## src/rtl/demux3_router_pkg.sv

```systemverilog
// demux3_router shared types: destination codes and slot state.
// Imported by the slot, the top and the bench.
package demux_pkg;

  localparam logic [1:0] SEL_NONE = 2'b00;
  localparam logic [1:0] SEL_1    = 2'b01;
  localparam logic [1:0] SEL_2    = 2'b10;
  localparam logic [1:0] SEL_3    = 2'b11;

  typedef enum logic {
    SLOT_EMPTY = 1'b0,
    SLOT_FULL  = 1'b1
  } slot_state_e;

endpackage

```

## src/rtl/demux3_router_if.sv

```systemverilog
// demux3_router bus: one input stream, three output streams, drop count.
// master = producer/consumers side, slave = router side.
interface demux3_router_if #(
  parameter int WIDTH = 8,
  parameter int CNT_W = 8
);
  logic             in_valid;
  logic             in_ready;
  logic [WIDTH-1:0] in_data;
  logic [1:0]       in_sel;

  logic             out1_valid;
  logic             out1_ready;
  logic [WIDTH-1:0] out1_data;
  logic             out2_valid;
  logic             out2_ready;
  logic [WIDTH-1:0] out2_data;
  logic             out3_valid;
  logic             out3_ready;
  logic [WIDTH-1:0] out3_data;

  logic [CNT_W-1:0] drop_cnt;

  modport master (
    output in_valid, in_data, in_sel,
    output out1_ready, out2_ready, out3_ready,
    input  in_ready,
    input  out1_valid, out1_data,
    input  out2_valid, out2_data,
    input  out3_valid, out3_data,
    input  drop_cnt
  );

  modport slave (
    input  in_valid, in_data, in_sel,
    input  out1_ready, out2_ready, out3_ready,
    output in_ready,
    output out1_valid, out1_data,
    output out2_valid, out2_data,
    output out3_valid, out3_data,
    output drop_cnt
  );
endinterface

```

## src/rtl/demux3_router_slot.sv

```systemverilog
// demux_slot: one-entry registered output slot, EMPTY/FULL FSM.
// Ports: load/load_data in, valid/ready/data out handshake, can_load.
module demux_slot
  import demux_pkg::*;
#(
  parameter int WIDTH = 8
) (
  input  logic             clk,
  input  logic             rst_n,
  input  logic             load,
  input  logic [WIDTH-1:0] load_data,
  output logic             valid,
  input  logic             ready,
  output logic [WIDTH-1:0] data,
  output logic             can_load
);

  slot_state_e      state_q, state_d;
  logic [WIDTH-1:0] data_q, data_d;

  always_comb begin
    state_d = state_q;
    data_d  = data_q;
    unique case (state_q)
      SLOT_EMPTY: begin
        if (load) begin
          state_d = SLOT_FULL;
          data_d  = load_data;
        end
      end
      SLOT_FULL: begin
        // a load is only issued when can_load, i.e. while draining
        if (load) begin
          data_d = load_data;
        end else if (ready) begin
          state_d = SLOT_EMPTY;
        end
      end
      default: state_d = SLOT_EMPTY;
    endcase
  end

  always_ff @(posedge clk or negedge rst_n) begin
    if (!rst_n) begin
      state_q <= SLOT_EMPTY;
      data_q  <= '0;
    end else begin
      state_q <= state_d;
      data_q  <= data_d;
    end
  end

  assign valid    = (state_q == SLOT_FULL);
  assign data     = data_q;
  // a full slot accepts a new beat on the edge it drains
  assign can_load = (state_q == SLOT_EMPTY) | ready;

endmodule

```

## src/rtl/demux3_router.sv

```systemverilog
// demux3_router: steers one stream to one of three slots by in_sel.
// Ports: clk, rst_n, bus (slave); code 00 beats are dropped and counted.
module demux3_router
  import demux_pkg::*;
#(
  parameter int WIDTH = 8,
  parameter int CNT_W = 8
) (
  input  logic            clk,
  input  logic            rst_n,
  demux3_router_if.slave  bus
);

  logic [2:0]       can_load;
  logic [2:0]       load;
  logic             sel_rdy;
  logic             xfer;
  logic             drop;
  logic [CNT_W-1:0] drop_q, drop_d;

  always_comb begin
    sel_rdy = 1'b0;
    case (bus.in_sel)
      SEL_NONE: sel_rdy = 1'b1;
      SEL_1:    sel_rdy = can_load[0];
      SEL_2:    sel_rdy = can_load[1];
      SEL_3:    sel_rdy = can_load[2];
      default:  sel_rdy = 1'b0;
    endcase
  end

  assign xfer = bus.in_valid & sel_rdy & rst_n;

  // in_sel is only decoded under xfer so an idle X cannot load
  always_comb begin
    load = '0;
    drop = 1'b0;
    if (xfer) begin
      unique case (bus.in_sel)
        SEL_NONE: drop    = 1'b1;
        SEL_1:    load[0] = 1'b1;
        SEL_2:    load[1] = 1'b1;
        SEL_3:    load[2] = 1'b1;
        default:  drop    = 1'b0;
      endcase
    end
  end

  always_comb begin
    drop_d = drop_q;
    if (drop && (drop_q != {CNT_W{1'b1}})) begin
      drop_d = drop_q + 1'b1;
    end
  end

  always_ff @(posedge clk or negedge rst_n) begin
    if (!rst_n) begin
      drop_q <= '0;
    end else begin
      drop_q <= drop_d;
    end
  end

  assign bus.in_ready = rst_n & sel_rdy;
  assign bus.drop_cnt = drop_q;

  demux_slot #(.WIDTH(WIDTH)) u_slot1 (
    .clk       (clk),
    .rst_n     (rst_n),
    .load      (load[0]),
    .load_data (bus.in_data),
    .valid     (bus.out1_valid),
    .ready     (bus.out1_ready),
    .data      (bus.out1_data),
    .can_load  (can_load[0])
  );

  demux_slot #(.WIDTH(WIDTH)) u_slot2 (
    .clk       (clk),
    .rst_n     (rst_n),
    .load      (load[1]),
    .load_data (bus.in_data),
    .valid     (bus.out2_valid),
    .ready     (bus.out2_ready),
    .data      (bus.out2_data),
    .can_load  (can_load[1])
  );

  demux_slot #(.WIDTH(WIDTH)) u_slot3 (
    .clk       (clk),
    .rst_n     (rst_n),
    .load      (load[2]),
    .load_data (bus.in_data),
    .valid     (bus.out3_valid),
    .ready     (bus.out3_ready),
    .data      (bus.out3_data),
    .can_load  (can_load[2])
  );

endmodule

```

## src/flat_wrapper.sv

```systemverilog
// flat-port wrapper written by rule: the top's interface ports become plain ports
module demux3_router_flat import demux_pkg::*;
#(
  parameter int WIDTH = 8,
  parameter int CNT_W = 8
)
  (clk, rst_n, bus_in_valid, bus_in_data, bus_in_sel, bus_out1_ready, bus_out2_ready, bus_out3_ready, bus_in_ready, bus_out1_valid, bus_out1_data, bus_out2_valid, bus_out2_data, bus_out3_valid, bus_out3_data, bus_drop_cnt);
  demux3_router_if #(.WIDTH(WIDTH), .CNT_W(CNT_W)) bus_i ();
  input  logic clk;
  input  logic rst_n;
  input wire logic [$bits(bus_i.in_valid)-1:0] bus_in_valid;
  input wire logic [$bits(bus_i.in_data)-1:0] bus_in_data;
  input wire logic [$bits(bus_i.in_sel)-1:0] bus_in_sel;
  input wire logic [$bits(bus_i.out1_ready)-1:0] bus_out1_ready;
  input wire logic [$bits(bus_i.out2_ready)-1:0] bus_out2_ready;
  input wire logic [$bits(bus_i.out3_ready)-1:0] bus_out3_ready;
  output wire logic [$bits(bus_i.in_ready)-1:0] bus_in_ready;
  output wire logic [$bits(bus_i.out1_valid)-1:0] bus_out1_valid;
  output wire logic [$bits(bus_i.out1_data)-1:0] bus_out1_data;
  output wire logic [$bits(bus_i.out2_valid)-1:0] bus_out2_valid;
  output wire logic [$bits(bus_i.out2_data)-1:0] bus_out2_data;
  output wire logic [$bits(bus_i.out3_valid)-1:0] bus_out3_valid;
  output wire logic [$bits(bus_i.out3_data)-1:0] bus_out3_data;
  output wire logic [$bits(bus_i.drop_cnt)-1:0] bus_drop_cnt;
  assign bus_i.in_valid = bus_in_valid;
  assign bus_i.in_data = bus_in_data;
  assign bus_i.in_sel = bus_in_sel;
  assign bus_i.out1_ready = bus_out1_ready;
  assign bus_i.out2_ready = bus_out2_ready;
  assign bus_i.out3_ready = bus_out3_ready;
  assign bus_in_ready = bus_i.in_ready;
  assign bus_out1_valid = bus_i.out1_valid;
  assign bus_out1_data = bus_i.out1_data;
  assign bus_out2_valid = bus_i.out2_valid;
  assign bus_out2_data = bus_i.out2_data;
  assign bus_out3_valid = bus_i.out3_valid;
  assign bus_out3_data = bus_i.out3_data;
  assign bus_drop_cnt = bus_i.drop_cnt;
  demux3_router #(.WIDTH(WIDTH), .CNT_W(CNT_W)) u_core (.clk(clk), .rst_n(rst_n), .bus(bus_i));
endmodule
```

## config.mk

```make
export PLATFORM = sky130hd
export DESIGN_NAME = demux3_router_flat
export DESIGN_NICKNAME = d
export VERILOG_FILES = /design/src/rtl/demux3_router_pkg.sv /design/src/rtl/demux3_router_if.sv /design/src/rtl/demux3_router_slot.sv /design/src/rtl/demux3_router.sv /design/src/flat_wrapper.sv
export SDC_FILE = /design/constraint.sdc
export NUM_CORES = 1
export LEC_CHECK = 0
export BUFFER_PORTS_ARGS = -buffer_cell sky130_fd_sc_hd__buf_2
export CORE_MARGIN = 3
export CORE_UTILIZATION = 52
export DETAILED_ROUTE_END_ITERATION = 7
export PLACE_DENSITY = 0.86
export SYNTH_ARGS = -nofsm -noshare
export SYNTH_HDL_FRONTEND = slang
export SYNTH_SLANG_ARGS = --single-unit
```

## constraint.sdc

```tcl
create_clock -name clk -period 2.4 [get_ports clk]
set_input_delay 0.72 -clock clk [delete_from_list [all_inputs] [get_ports clk]]
set_output_delay 0.72 -clock clk [all_outputs]
set_load 0.01 [all_outputs]
```

## Yosys cells after proc, flatten, opt, wreduce, memory -nomap -nowiden

Cells that the tools add are included.

| operators by class | value |
|---|---|
| add/sub/neg operators | 1 |
| eq/ne operators | 4 |
| multiplexer cells | 22 |
| bitwise gates (word level) | 9 |
| reduce and logical (&&, ||, !) cells | 2 |

Operators by type and width:

| operator | count |
|---|---|
| 2-to-1 mux 8 bit | 3 |
| 2-to-1 mux 1 bit | 14 |
| adder 8 x 1 -> 8 bit (second input constant) | 1 |
| inequality test 8 bit (second input constant) | 1 |
| case mux 1 bit (2 select lines) | 3 |
| equality test 2 bit (second input constant) | 2 |
| case mux 1 bit (4 select lines) | 1 |
| bitwise AND 1 bit | 3 |
| 2-to-1 mux 3 bit | 1 |
| NOT 1 bit | 3 |
| bitwise OR 1 bit | 3 |
| equality test 2 x 1 -> 1 bit (second input constant) | 1 |
| logical NOT 2 bit | 1 |
| logical AND 1 bit | 1 |

| word-level totals | value |
|---|---|
| flip-flop bits (word level) | 35 |
| output and inout bits | 36 |
| logic and storage cells | 45 |

## Longest topological paths before layout

Gate-level depths: netlist of the first run.

| logic depth | value |
|---|---|
| word-level depth | 8 |
| mapped depth | 5 |

## Cells and area by module

Synthesis of the first run repeated with hierarchy kept, for this count alone.

| second synthesis, totals | value |
|---|---|
| cell total of the unflattened synthesis | 106 |
| area total of the unflattened synthesis | 1,570.3 sq um |

By module, submodules not included:

| module | instances | cells each | area an instance (sq um) | sequential area each (sq um) |
|---|---|---|---|---|
| demux_slot | 3 | 20 | 369.1 | 225.2 |
| demux3_router | 1 | 46 | 462.9 | 200.2 |

## Least setup slack after synthesis of the first run

Ideal clock, no wire load.

| path | value |
|---|---|
| kind | input to output |
| from | in bus_out1_ready |
| to | out bus_in_ready |
| arrival time | 1,234 ps |
| required time | 1,680 ps |
| path slack | 446 ps |
| stages on the path | 4 |
| buffers on the path | 0 |
| path through | nor2b_1 > nand2_1 > o21ai_0 > a21oi_1 |

| between the ends | value |
|---|---|
| cells in the longest elaborated chain, start to end | 3 |

Ends and longest elaborated chain:

| element | RTL line | source |
|---|---|---|
| start, declared | flat_wrapper.sv:14 | `input wire logic [$bits(bus_i.out1_ready)-1:0] bus_out1_ready;` |
| bitwise OR 1 bit | demux3_router_slot.sv:56 | `assign can_load = (state_q == SLOT_EMPTY) \| ready;` |
| case mux 1 bit (4 select lines) | demux3_router.sv:23 | `case (bus.in_sel)` |
| bitwise AND 1 bit | demux3_router.sv:64 | `assign bus.in_ready = rst_n & sel_rdy;` |
| end, declared | flat_wrapper.sv:17 | `output wire logic [$bits(bus_i.in_ready)-1:0] bus_in_ready;` |

No other way between the ends.

## Final worst setup path of the first run

Same ends and word-level chain as after synthesis.

==> results of run 1 <==
-- report_power, final --
part | switching, mW | internal [mW]
sequential | 0.0914 | 0.713
combinational | 0.187 | 0.217
clock | 0.190 | 0.113
-- sequential cells by signal, indices dropped and copies added (netlist names) --
| name | cells |
|---|---|
| u_core.u_slot2.valid | 1 |
| u_core.u_slot3.valid | 1 |
| u_core.u_slot1.data | 8 |
| u_core.u_slot3.data | 8 |
| u_core.u_slot2.data | 8 |
| u_core.u_slot1.valid | 1 |
| u_core.bus.drop_cnt | 8 |
-- logic make-up after synthesis --
kind of cell | Yosys count | synth area share
muxes | 27 | 0.221
xor gates and xnor gates | 3 | 0.0174
AOI/OAI and AO/OA | 7 | 0.0266
and+or+nand+nor | 27 | 0.128
buffers and inverters | 3 | 0.0174
DFF | 35 | 0.581
adders and majority gates | 1 | 0.00830
-- layout make-up --
class                           instances  area (sq um)  area share
Clock buffer                            6          41.3      0.0223
Clock inverter                          2          12.5     0.00675
Inverter                                1          3.75     0.00203
Multi-Input combinational cell         65           604       0.326
Sequential cell                        35           876       0.473
Tap cell                               30          37.5      0.0203
Timing Repair Buffer                   54           278       0.150
-- critical path: stages --
cell and delay (ns):
buf_2 0.10, nor2b_1 0.28, nand2_1 0.09, o21ai_0 0.15, a21oi_1 0.06, buf_2 0.14
-- synth_stat cells --
cell type and n:
buf_6 2, nand2_1 6, dfrtp_1 35, inv_1 1, nor3_1 1, nand2b_1 2
nand3_2 1, mux2i_1 1, ha_1 1, or2_1 1, nor4b_4 1, nor2b_1 1
o21ai_0 2, nand3_1 4, and3_1 1, and4bb_2 1, o21a_1 1, xnor2_1 3
a21oi_1 2, nor3b_4 1, and4_4 1, or2_2 2, mux2_2 18, a31oi_1 2
nand4_1 4, mux2_4 8
-- routing by layer --
layer | up-vias | routed length, microns
li1 | 494 | -
met1 | 534 | 1220
met2 | 40 | 1550
met3 | 8 | 225
met4 | 0 | 51
met5 | - | 0
-- how the worst max path moves through the flow --
stage                     cells past startpoint            to  slack [ns]
after floorplan                               4  bus_in_ready        0.45
after global placement                        6  bus_in_ready        0.22
after detailed placement                      6  bus_in_ready        0.13
after CTS                                     6  bus_in_ready        0.13
after global routing                          6  bus_in_ready        0.05
final                                         6  bus_in_ready        0.14
-- through the flow --
step,setup WS (ns),power [mW]
2_1_floorplan,0.446,1.03
3_3_place_gp,0.224,1.20
3_5_place_dp,0.127,1.23
4_1_cts,0.132,1.53
5_1_grt,0.0496,1.61
6_report,0.144,1.51
==> results.sh, run 1 <==
export IMPL_outcome="complete, no violations"
export IMPL_synth_top_area_cell="dfrtp_1"
export IMPL_worst_clock_skew_ns=0.00812
export IMPL_overflow=0
export IMPL_yosysUniqueCellTypes=26
export IMPL_instances_no_fill=193
export IMPL_clock_sinks=35
export IMPL_ir_worst_vdd_uv=707
export IMPL_top_level_ports=52
export IMPL_rsz0062_at_grt="false"
export IMPL_cts_buffers_inserted=5
export IMPL_cp_arrival_ns=1.54
export IMPL_antenna_found_initial=0
export IMPL_die_area_sq_um=3580
export IMPL_wl_per_cell_microns=15.8
export IMPL_critical_path_class="in2out"
export IMPL_htreeDepth=2
export IMPL_period_share=0.940
export IMPL_cts_tree="yes"
export IMPL_ys_warnings_count=0
export IMPL_via_count=1076
export IMPL_grt_most_used_layer="met2"
export IMPL_final_common_cell="buf_2"
export IMPL_rows=18
export IMPL_relSlewSlack=0.623
export IMPL_ctsResizeCount=0
export IMPL_initial_core_util=0.577
export IMPL_syn_nets=120
export IMPL_use_met3=0.0648
export IMPL_rr_startpoint="u_core.bus.drop_cnt[0]"
export IMPL_final_net_count=179
export IMPL_r2r_cells=5
export IMPL_drtIter0Drc=66
export IMPL_gr_usage_met1=0.228
export IMPL_reg2reg_slack_ns=0.73
export IMPL_fp_dieW_microns=59.8
export IMPL_syn_mean_instance_area_sq_um=14.6
export IMPL_hold_slack_ns=0.185
export IMPL_hold_violations=0
export IMPL_synth_top_area_frac=0.581
export IMPL_maxCapViolCount=0
export IMPL_grt_first_pass_wirelength_microns=4970
export IMPL_worst_pin_slew_ns=0.565
export IMPL_dieHeight_microns=59.8
export IMPL_grtUsageTotal=0.192
export IMPL_place_inst=185
export IMPL_port_buffers=51
export IMPL_post_cts_buffers=0
export IMPL_cts_hold_buffers=0
export IMPL_grt_pass1_vias=1095
export IMPL_startpoint_type="primary input"
export IMPL_viasPerCell=5.58
export IMPL_gr_usage_met2=0.319
export IMPL_n_fill_cell=200
export IMPL_ys_seq_area_frac=0.581
export IMPL_pwr_density_cell_nw_per_um2=815
export IMPL_area_delta_synth_final_pct=23.0
export IMPL_wl_microns=3050
export IMPL_layout_common_cells="buf_2, dfrtp_1, mux2_2, mux2_4, nand2_1"
export IMPL_drive_gt1_frac=0.577
export IMPL_route_detailed_drc=0
export IMPL_clkTransAtPathRegs_ns=0.10
export IMPL_dpl_hpwl_microns=2320
export IMPL_cts_root_buf="clkbuf_4"
export IMPL_r2r_end="u_core.bus.drop_cnt[1]"
export IMPL_synthCells=103
export IMPL_design_area_sq_um=1850
export IMPL_min_period_ns=2.26
export IMPL_drt_pass1_iterations=4
export IMPL_yosys_top_cells_area="dfrtp_1, mux2_2, mux2_4"
export IMPL_ant_nets=0
export IMPL_slew_viol_final=0
export IMPL_hold_path_class="in2async"
export IMPL_fmax_mhz=443
export IMPL_n_antenna_cell=0
export IMPL_synthesis_area_sq_um=1510
export IMPL_path_max_fanout=3
export IMPL_placed_cell_area_sq_um=1800
export IMPL_setup_tns_final_ns=0
export IMPL_worstPathRequired_ns=1.68
export IMPL_gp_congestion=0.801
export IMPL_ys_seq_elements=35
export IMPL_core_area_sq_um=2610
export IMPL_post_route_util=0.709
export IMPL_cts_buffer_depth=2
export IMPL_setup_viol=0
export IMPL_grt_max_degree=18
export IMPL_worstSetupStartpoint="bus_out1_ready"
export IMPL_insertion_delay_ns=0.33
export IMPL_end_kind="primary output"
export IMPL_cellLeakagePower_nw=0.937
Power figures use the tool's default switching activity.
==> run 2, diff against run 1 <==
Settings changed: REMOVE_ABC_BUFFERS set to 1.
==> run 2 against run 1 <==
Net effect:
- die area unchanged
- combinational power about the same
- non-clock buffer count unchanged
- sequential share of layout area up 0.096 points
- clock power about the same
- count of clock-buffer cells in the layout up 1
- via count down 1.7%
- design area down 0.20%
- clock skew down 0.0037 ns
- global-route usage down 0.12 points
- highest routed layer unchanged
==> results.sh, run 2 (same netlist as run 1, synthesis figures left out) <==
export IMPL_rr_startpoint="u_core.bus.drop_cnt[0]"
export IMPL_reg2reg_slack_ns=0.71
export IMPL_placed_cell_area_sq_um=1800
export IMPL_rsz0062_at_grt="false"
export IMPL_die_area_sq_um=3580
export IMPL_viasPerCell=5.48
export IMPL_wl_per_cell_microns=15.7
export IMPL_r2r_end="u_core.bus.drop_cnt[1]"
export IMPL_final_common_cell="buf_2"
export IMPL_wl_microns=3030
export IMPL_htreeDepth=2
export IMPL_critical_path_class="in2out"
export IMPL_dpl_hpwl_microns=2300
export IMPL_dp_slack_ns=0.182
export IMPL_post_cts_buffers=0
export IMPL_via_count=1058
export IMPL_layout_setup_ws_ns=0.184
export IMPL_drtIter0Drc=73
export IMPL_route_detailed_drc=0
export IMPL_gp_congestion=0.734
export IMPL_layout_common_cells="buf_2, dfrtp_1, mux2_2, mux2_4, nand2_1"
export IMPL_drive_gt1_frac=0.571
export IMPL_pwr_density_cell_nw_per_um2=814
export IMPL_final_net_count=179
export IMPL_initial_core_util=0.577
export IMPL_period_share=0.923
export IMPL_cellLeakagePower_nw=0.938
export IMPL_area_delta_synth_final_pct=22.8
export IMPL_antenna_found_initial=0
export IMPL_cts_hold_buffers=0
export IMPL_cts_tree="yes"
export IMPL_clkTransAtPathRegs_ns=0.10
export IMPL_hold_path_class="in2async"
export IMPL_dieHeight_microns=59.8
export IMPL_r2r_cells=5
export IMPL_slew_viol_final=0
export IMPL_crit_top_cell="buf_2"
export IMPL_worst_pin_slew_ns=0.579
export IMPL_setup_viol=0
export IMPL_outcome="complete, no violations"
export IMPL_grt_max_degree=19
export IMPL_ant_nets=0
export IMPL_clock_sinks=35
export IMPL_startpoint_type="primary input"
export IMPL_relSlewSlack=0.614
export IMPL_grtUsageTotal=0.191
export IMPL_grt_first_pass_wirelength_microns=4930
export IMPL_rows=18
export IMPL_crit_chain="buf_2 -> nor2b_1 -> nand2_1 -> o21ai_0 -> a21oi_1 -> buf_2"
export IMPL_fmax_mhz=451
export IMPL_worstSetupStartpoint="bus_out1_ready"
export IMPL_ir_worst_vdd_uv=707
export IMPL_setup_tns_final_ns=0
export IMPL_ctsResizeCount=0
export IMPL_worst_path_buf_inv=2
export IMPL_port_buffers=51
export IMPL_top_level_ports=52
export IMPL_end_kind="primary output"
export IMPL_insertion_delay_ns=0.33
export IMPL_drt_pass1_iterations=4
export IMPL_cp_arrival_ns=1.50
export IMPL_worst_path_largest_cell_delay_ns=0.26
export IMPL_overflow=0
export IMPL_design_area_sq_um=1850
export IMPL_n_antenna_cell=0
export IMPL_cts_root_buf="clkbuf_4"
export IMPL_cts_buffer_depth=2
export IMPL_cp_top_family="simple AND/OR/NAND/NOR gates"
export IMPL_n_fill_cell=205
export IMPL_fp_dieW_microns=59.8
export IMPL_crit_end="bus_in_ready"
export IMPL_path_max_fanout=3
export IMPL_hold_violations=0
export IMPL_grt_pass1_vias=1023
export IMPL_cp_depth=6
export IMPL_worst_clock_skew_ns=0.00447
export IMPL_min_period_ns=2.22
export IMPL_worstPathRequired_ns=1.68
export IMPL_core_area_sq_um=2610
export IMPL_maxCapViolCount=0
export IMPL_cts_buffers_inserted=5
export IMPL_slowest_stage="nor2b_1"
## run 2: report_power, final
group	switching (mW)	internal (mW)	total, mW
combinational	0.187	0.218	0.404
clock	0.187	0.114	0.301
sequential	0.0872	0.713	0.800
total	0.461	1.04	1.51
## run 2: routing by layer
layer  global-route usage  vias up  part of all wire
li1                     -      495                 -
met1                0.240      509              0.40
met2                0.301       43              0.51
met3               0.0540       11             0.066
met4               0.0949        0             0.029
met5                    0        -                 0
## run 2: worst min path at each step
| stage | end | depth (start not counted) | start | slack (ns) |
|---|---|---|---|---|
| after floorplan | u_core.bus.drop_cnt[0] | 0 | rst_n | 0.42 |
| after global placement | u_core.u_slot2.data[5] | 1 | u_core.u_slot2.data[5] | 0.49 |
| after detailed placement | u_core.u_slot2.data[5] | 1 | u_core.u_slot2.data[5] | 0.49 |
| after CTS | u_core.u_slot1.valid | 1 | rst_n | 0.18 |
| after global routing | u_core.u_slot1.valid | 1 | rst_n | 0.17 |
| final | u_core.u_slot1.valid | 1 | rst_n | 0.19 |
## run 2: area by class of cell
class | instances | area, sq um | share of cell area
sequential | 35 | 876 | 0.474
multi-input combinational | 65 | 604 | 0.327
timing repair buffer | 54 | 278 | 0.150
clock buffer | 7 | 45.0 | 0.0244
tap | 30 | 37.5 | 0.0203
clock inverter | 1 | 5.00 | 0.00271
inverter | 1 | 3.75 | 0.00203
## run 2: metrics by stage
stage	utilization	total power [mW]	cells	hold WS [ns]
floorplan	-	1.02	101	0.424
global placement	0.689	1.20	185	0.486
detailed placement	0.689	1.23	185	0.492
CTS	0.708	1.52	193	0.177
global route	0.708	1.60	193	0.166
finish	0.708	1.51	193	0.189
==> run 3, diff against run 2 <==
Settings changed: BUFFER_PORTS_ARGS -buffer_cell sky130_fd_sc_hd__buf_2 to -buffer_cell sky130_fd_sc_hd__clkbuf_2, CORE_ASPECT_RATIO set to 1.25.
==> run 3 against run 2 <==
Net effect:
- first-iteration DRC count decreased by 79%
- clock power is 40% higher
- largest cell class unchanged
- critical path type unchanged
- global-route usage up 0.53 points
==> results.sh, run 3 (same netlist as run 1, synthesis figures left out) <==
export IMPL_outcome="complete, no violations"
export IMPL_drtIter0Drc=15
export IMPL_grt_pass1_vias=1120
export IMPL_cp_top_family="simple AND/OR/NAND/NOR gates"
export IMPL_initial_core_util=0.551
export IMPL_htreeDepth=2
export IMPL_crit_top_cell="clkbuf_2"
export IMPL_cts_buffer_depth=2
export IMPL_layout_common_cells="clkbuf_2, dfrtp_1, mux2_2, mux2_4, nand2_1"
export IMPL_layout_setup_ws_ns=0.197
export IMPL_fp_dieW_microns=54.1
export IMPL_path_max_fanout=3
export IMPL_slowest_stage="nor2b_1"
export IMPL_clock_sinks=35
export IMPL_pwr_density_cell_nw_per_um2=867
export IMPL_cts_root_buf="clkbuf_4"
export IMPL_crit_chain="clkbuf_2 -> nor2b_1 -> nand2_1 -> o21ai_0 -> a21oi_1 -> clkbuf_2"
export IMPL_area_delta_synth_final_pct=24.7
export IMPL_final_net_count=178
export IMPL_dp_slack_ns=0.203
export IMPL_drt_pass1_iterations=4
export IMPL_dpl_hpwl_microns=2340
export IMPL_cellLeakagePower_nw=0.949
export IMPL_end_kind="primary output"
export IMPL_cts_hold_buffers=0
export IMPL_post_route_util=0.687
export IMPL_viasPerCell=5.43
export IMPL_slew_viol_final=0
export IMPL_placed_cell_area_sq_um=1800
export IMPL_core_area_sq_um=2730
export IMPL_final_common_cell="clkbuf_2"
export IMPL_grt_first_pass_wirelength_microns=5000
export IMPL_overflow=0
export IMPL_hold_path_class="in2async"
export IMPL_antenna_found_initial=0
export IMPL_ir_worst_vdd_uv=608
export IMPL_die_area_sq_um=3580
export IMPL_cts_tree="yes"
export IMPL_grtUsageTotal=0.196
export IMPL_worst_path_buf_inv=2
export IMPL_relSlewSlack=0.567
export IMPL_clkTransAtPathRegs_ns=0.10
export IMPL_place_inst=188
export IMPL_via_count=1064
export IMPL_dieHeight_microns=66.2
export IMPL_power_mw=1.63
export IMPL_hold_slack_ns=0.200
export IMPL_worst_clock_skew_ns=0.0165
export IMPL_rows=21
export IMPL_wl_per_cell_microns=15.4
export IMPL_startpoint_type="primary input"
export IMPL_min_period_ns=2.20
export IMPL_cp_arrival_ns=1.48
export IMPL_hold_violations=0
export IMPL_post_cts_buffers=0
export IMPL_design_area_sq_um=1880
export IMPL_critical_path_class="in2out"
export IMPL_instances_no_fill=196
export IMPL_maxCapViolCount=0
export IMPL_grt_max_degree=28
export IMPL_rsz0062_at_grt="false"
export IMPL_ctsResizeCount=0
export IMPL_cp_depth=6
export IMPL_n_antenna_cell=0
export IMPL_worstPathRequired_ns=1.68
export IMPL_drive_gt1_frac=0.580
export IMPL_worst_path_largest_cell_delay_ns=0.26
export IMPL_worst_pin_slew_ns=0.647
export IMPL_period_share=0.918
export IMPL_r2r_cells=5
export IMPL_top_level_ports=52
export IMPL_route_detailed_drc=0
export IMPL_setup_viol=0
export IMPL_setup_tns_final_ns=0
export IMPL_insertion_delay_ns=0.33
export IMPL_port_buffers=51
export IMPL_ant_nets=0
export IMPL_cts_buffers_inserted=5
export IMPL_gp_congestion=0.776
export IMPL_fmax_mhz=454
export IMPL_wl_microns=3020
[run 3: changes by cell type in the layout (fill, tap and decap cells not counted), sizes merged]
cell and delta:
clkinv +1, buf -52, bufinv +1, clkbuf +49
[run 3: cell type report]
type / count / area (sq um)
clock buffer: 5 / 37.5
clock inverter: 3 / 43.8
fill: 204 / 855
inverter: 1 / 3.75
multi-input combinational: 65 / 604
sequential: 35 / 876
tap: 34 / 42.5
timing repair buffer: 53 / 270
[run 3: final timing paths]
check | startpoint | to | slack (ns)
hold / removal | rst_n | u_core.bus.drop_cnt[1] | 0.20
setup reg to reg | u_core.bus.drop_cnt[0] | u_core.bus.drop_cnt[1] | 0.69
hold reg to reg | u_core.u_slot2.data[5] | u_core.u_slot2.data[5] | 0.52
setup / recovery | bus_out1_ready | bus_in_ready | 0.20
min in group clk | u_core.u_slot2.data[5] | u_core.u_slot2.data[5] | 0.52
max in group asynchronous | rst_n | u_core.u_slot1.data[5] | 1.65
[run 3: routing by layer]
| layer | up-vias | part of all wire | wire length [microns] | global-route usage |
|---|---|---|---|---|
| li1 | 488 | - | - | - |
| met1 | 522 | 0.42 | 1270 | 0.226 |
| met2 | 50 | 0.50 | 1500 | 0.322 |
| met3 | 4 | 0.074 | 224 | 0.0655 |
| met4 | 0 | 0.011 | 33 | 0.0872 |
| met5 | - | 0 | 0 | 0 |
[run 3: where the power goes]
group          internal [mW]  switching, mW  leakage (nW)
registers              0.713         0.0979         0.430
clock network          0.219          0.201        0.0452
logic                  0.214          0.184         0.474
